File: config.mk
export PLATFORM = sky130hd
export DESIGN_NAME = rca_chunk_seq
export DESIGN_NICKNAME = d
export VERILOG_FILES = /design/src/rtl/rca_chunk_seq.sv
export SDC_FILE = /design/constraint.sdc
export NUM_CORES = 1
export LEC_CHECK = 0
export CAP_MARGIN = 10
export CORE_MARGIN = 10
export CORE_UTILIZATION = 46
export CTS_CLUSTER_SIZE = 20
export DETAILED_ROUTE_END_ITERATION = 8
export GPL_TIMING_DRIVEN = 0
export PLACE_DENSITY = 0.77
export SLEW_MARGIN = 10
export SYNTH_ARGS = -nofsm -noshare
export SYNTH_HDL_FRONTEND = slang
export SYNTH_SLANG_ARGS = --single-unit
File: constraint.sdc
create_clock -name clk -period 6.15 [get_ports clk]
set_clock_uncertainty 0.1 [all_clocks]
set_input_delay 0.9225 -clock clk [delete_from_list [all_inputs] [get_ports clk]]
set_output_delay 0.9225 -clock clk [all_outputs]
set_load 0.01 [all_outputs]
File: src/rtl/rca_chunk_seq.sv
// Multi-cycle wide adder: one N-bit ripple-carry pass per cycle, carry held between chunks.
// Optional early termination when the remaining operand chunks and the carry are all zero:
// define RCA_SEQ_EARLY_DONE_EN to enable it.

module rca_n #(
    parameter int n = 16
) (
    input  logic [n-1:0] a,
    input  logic [n-1:0] b,
    input  logic         c_in,
    output logic [n-1:0] s,
    output logic         c_out
);

    // NOTE: a block-local variable with blocking assignments models the ripple
    // chain inside one process, so no feedback appears between separate nets.
    always_comb begin : ripple
        logic carry;
        carry = c_in;
        for (int i = 0; i < n; i++) begin
            s[i]  = a[i] ^ b[i] ^ carry;
            carry = (a[i] & b[i]) | (carry & (a[i] ^ b[i]));
        end
        c_out = carry;
    end

endmodule

module rca_chunk_seq #(
    parameter int W      = 64,
    parameter int N      = 16,
    parameter int CHUNKS = W / N
) (
    input  logic         clk,
    input  logic         rst_n,
    input  logic         in_valid,
    output logic         in_ready,
    input  logic [W-1:0] a,
    input  logic [W-1:0] b,
    input  logic         c_in,
    output logic         out_valid,
    input  logic         out_ready,
    output logic [W-1:0] sum,
    output logic         c_out,
    output logic         busy
);

    localparam int IDX_W = (CHUNKS > 1) ? $clog2(CHUNKS) : 1;
    localparam logic [IDX_W-1:0] LAST_IDX = IDX_W'(CHUNKS - 1);

    typedef enum logic [1:0] {
        S_IDLE,
        S_RUN,
        S_DONE
    } state_e;

    state_e             state_q, state_d;
    logic [W-1:0]       a_q, a_d;
    logic [W-1:0]       b_q, b_d;
    logic [W-1:0]       sum_q, sum_d;
    logic               carry_q, carry_d;
    logic               c_out_q, c_out_d;
    logic [IDX_W-1:0]   idx_q, idx_d;

    logic [N-1:0]       add_s;
    logic               add_co;

    // The adder always sees the lowest chunk; operands shift down after each pass.
    rca_n #(.n(N)) u_rca (
        .a     (a_q[N-1:0]),
        .b     (b_q[N-1:0]),
        .c_in  (carry_q),
        .s     (add_s),
        .c_out (add_co)
    );

    // NOTE: every *_d gets its hold value first, so no path through the case
    // leaves a signal unassigned and no latch is inferred.
    always_comb begin
        state_d = state_q;
        a_d     = a_q;
        b_d     = b_q;
        sum_d   = sum_q;
        carry_d = carry_q;
        c_out_d = c_out_q;
        idx_d   = idx_q;

        case (state_q)
            S_IDLE: begin
                if (in_valid) begin
                    a_d     = a;
                    b_d     = b;
                    carry_d = c_in;
                    sum_d   = '0;
                    idx_d   = '0;
                    state_d = S_RUN;
                end
            end
            S_RUN: begin
                sum_d[int'(idx_q) * N +: N] = add_s;
                carry_d = add_co;
                a_d     = a_q >> N;
                b_d     = b_q >> N;
                idx_d   = idx_q + 1'b1;
                if (idx_q == LAST_IDX) begin
                    state_d = S_DONE;
                    c_out_d = add_co;
                end
`ifdef RCA_SEQ_EARLY_DONE_EN
                // Untouched upper chunks of sum_q are already zero, so stopping here stays exact.
                else if ((a_d == '0) && (b_d == '0) && !add_co) begin
                    state_d = S_DONE;
                    c_out_d = 1'b0;
                end
`endif
            end
            S_DONE: begin
                if (out_ready) begin
                    state_d = S_IDLE;
                end
            end
            default: begin
                state_d = S_IDLE;
            end
        endcase
    end

    // NOTE: state registers use non-blocking assignments so every flop samples
    // its pre-edge value regardless of process ordering.
    always_ff @(posedge clk or negedge rst_n) begin
        if (!rst_n) begin
            state_q <= S_IDLE;
            a_q     <= '0;
            b_q     <= '0;
            sum_q   <= '0;
            carry_q <= 1'b0;
            c_out_q <= 1'b0;
            idx_q   <= '0;
        end else begin
            state_q <= state_d;
            a_q     <= a_d;
            b_q     <= b_d;
            sum_q   <= sum_d;
            carry_q <= carry_d;
            c_out_q <= c_out_d;
            idx_q   <= idx_d;
        end
    end

    assign in_ready  = (state_q == S_IDLE);
    assign out_valid = (state_q == S_DONE);
    assign busy      = (state_q != S_IDLE);
    assign sum       = sum_q;
    assign c_out     = c_out_q;

endmodule

==> results by group, run 1 <==
Power
  • Lkg Pwr: approximately 5 nW
  • Total Power: between 5 and 6 mW
  • PwrDens: 475 nW/um^2
  • Peak VDD IR: about 0.00030 V

Setup path
  • Worst reg-to-reg path cell count: 22
  • FF-to-FF setup slack: -0.40 ns
  • Worst path slowest cell: fa_2
  • CP delay by family, top: adder cells
  • Setup crit end kind: flip-flop
  • Reg2reg start: a_q[0]
  • WP buf/inv: 5
  • WP data required: roughly 6.4 ns
  • Cell Chain, Critical Path: inv_2, fa_2, fa_2, fa_2, fa_2, fa_2, fa_2, fa_2, fa_2, fa_2, fa_2, fa_2, fa_2, fa_2, inv_2, fa_2, inv_2, fa_2, inv_2, fa_2, inv_2, o2bb2ai_1
  • Critical path type: reg2reg
  • Max incr delay on CP: 0.46 ns
  • Critical Path Source Type: flip-flop
  • Crit path DAT: roughly 6.8 ns
  • Critical Path Fanout Max: 4
  • Reg2Reg Capture Point: sum[31]
  • Worst path most repeated cell: fa_2

Clock network
  • Clock Latency Late Sink: 0.43 ns
  • Clock slew at reported path FFs: 0.06 ns
  • Total number of H-tree levels: 4
  • Clock sink count: approximately 200
  • Clk buf depth: 2
  • CTS Hold Bufs: 0
  • CTS Buf Count: 17
  • Root buffer cell: clkbuf_16
  • CTS tree: built

Run status
  • Violated checks: negative setup slack
  • Status: finished, violations left

Synth
  • Distinct cell type count after synthesis: 30
  • Synth Flop Type: dfrtp_1
  • Synth Register Bits: approximately 200
  • EDFF count, synth: 0
  • Top cells by area, synth: dfrtp_1 (56%), a22oi_1 (7.6%), o2bb2ai_1 (6.3%)
  • Mapped cell area: 8890 um^2
  • Post-synth ARST share: 100%
  • Area leader, netlist: dfrtp_1
  • Mean post-synth cell area: approximately 11 um^2
  • Register area share after synthesis: 55.7%
  • Yosys warnings: 0
  • Gate Count Post-Synth: between 700 and 800
  • Yosys top cell area share: around 56%
  • Syn nets: 938

Die
  • Chip height: ~160 um
  • I/O pin count: about 200
  • Die width: roughly 160 um
  • Initial core utilization: 47.2%
  • Core area: 18800 um^2
  • Die ar.: around 25000 um^2
  • # rows: 50

Cells and area
  • Area Growth Syn to Fin: 34.1%
  • Nets: 1161
  • Share of layout cells above drive strength 1: 10.6%
  • Most frequent cells in the layout: clkdlybuf4s50_1 (199), dfrtp_1 (198), o21ai_0 (95), a22oi_1 (89), o2bb2ai_1 (61)
  • Storage element area: ~5000 um^2
  • Filler cell count: roughly 1.5k
  • Commonest non-fill, non-tap cell in the layout: clkdlybuf4s50_1
  • Multi-input gate area: between 3000 and 4000 um^2

Timing
  • Unrepaired setup endpoints after global routing: true
  • Hold WS: 0.388 ns
  • Slew @ Worst Pin: roughly 0.73 ns
  • Slew Limit Fails: 0
  • Max frequency: about 0.15 GHz
  • Tmin final: 6.55 ns
  • Final setup viols: 10
  • Relative slew slack: 51.5%
  • Final setup margin: -0.402 ns
  • Setup TNS: -1.96 ns
  • Final period util: 107%
  • Final Hold Viols: 0

Drt
  • DRC marker count from the first detailed-route iteration: about 480
  • Antenna viol nets, final: 0
  • # DRC: 0
  • Wire per inst: roughly 21 um
  • Via count: 7266
  • WL final: ~27000 um
  • TritonRoute pass-1 iters: 5
  • Vias per Instance: 5.68

Global routing
  • Pin count of the biggest net entering global routing: 107
  • Initial antenna violation count: 1
  • Total GRT Usage: a little over a fifth
  • Vias in the first global route: ~7.6k
  • Grt total ovfl: 0
  • Global-route wire length before repair: 43400 um

Flow run
  • Max-capacitance violation count: 0

Placed design
  • DP HPWL: 20600 um
  • Routability Congestion: ~0.85
  • IO Port Bufs: 200

Min path
  • Worst Hold Class: in2async
-- worst max-delay path by stage --
stage / from / endpoint / slack, ns / cells past startpoint
floorplan: a_q[0] / sum[31] / -0.07 / 22
global route: a_q[0] / sum[31] / -0.53 / 22
detailed placement: a_q[0] / sum[31] / -0.34 / 22
CTS: a_q[0] / sum[31] / -0.38 / 22
finish: a_q[0] / sum[31] / -0.40 / 22
global placement: rst_n / b_q[56] / -4.06 / 1
-- where the power goes --
part / switching [mW] / internal, mW / total [mW]
Combinational: 1.38 / 1.07 / 2.45
Clock: 0.478 / 0.643 / 1.12
Sequential: 0.333 / 1.76 / 2.10
-- cell type report --
| type | instances | share of cell area [%] |
|---|---|---|
| clock inverters | 9 | 1.09 |
| diodes | 1 | 0.0210 |
| clock buffers | 20 | 3.75 |
| repair buffers | 204 | 17.3 |
| inverters | 38 | 1.20 |
| multi-input cells | 481 | 29.6 |
| plain buffers | 68 | 2.78 |
| flip-flops and latches | 198 | 41.6 |
| well taps | 260 | 2.73 |
-- worst reg2reg max path, delay by kind of cell, from the launching register on --
family,cells,cell delay (ns)
buffers and inverters,5,0.33
AO/OA/AOI/OAI,1,0.07
adder cells (fa/ha/maj),16,5.60
flip-flops,1,0.36
-- metrics by stage --
step                instances  utilization (%)  worst slack, ns  instance area [um^2]
floorplan                 785                -          -0.0725                  8930
global placement         1245             59.8            -4.06                 11300
detailed placement       1246             60.0           -0.338                 11300
CTS                      1277             63.2           -0.380                 11900
global route             1278             63.3           -0.533                 11900
finish                   1279             63.3           -0.402                 11900
-- synthesized netlist by cell type (all sizes together), types with 4 or more instances --
cell type	n
a22o	33
o2bb2ai	64
a21oi	44
nand2	40
and3b	7
dfrtp	198
fa	16
clkbuf	24
buf	44
inv	38
nor2b	40
ha	4
a21o	4
a22oi	90
o21ai	98
a2bb2oi	29
-- cell families (layout without fill, tap and decap cells) --
| group | after synthesis | after routing | synth area share [%] |
|---|---|---|---|
| AOI/OAI and AO/OA | 363 | 363 | 28.4 |
| adders and majority gates | 20 | 20 | 4.16 |
| buffers and inverters | 106 | 339 | 5.33 |
| DFF | 198 | 198 | 55.7 |
| muxes | 1 | 1 | 0.127 |
| other | 0 | 1 | 0 |
| and+or+nand+nor | 97 | 97 | 6.23 |
-- flip-flops by register name (all words and copies together), names as in the netlist --
name,count
sum,64
a_q,64
idx_q,2
b_q,64
state_q,2
carry_q,1
c_out,1
-- metal layers --
layer / share of wire [%] / GRT usage (%)
met3: 6.9 / 5.40
met2: 47 / 33.2
met1: 45 / 28.9
met4: 1.4 / 5.31
met5: 0 / 0
-- repair_timing --
action,CTS,global route
endpoints found under the setup margin,10,10
pin swaps,1,0
setup buffers,2,1
resized for setup,6,3
Power figures use the tool's default switching activity.
==> run 2: changes to the inputs <==
Settings changed: CAP_MARGIN 10 to not set.
==> results of run 2 <==
Final layout, timing and power as in run 1 (identical DEF).
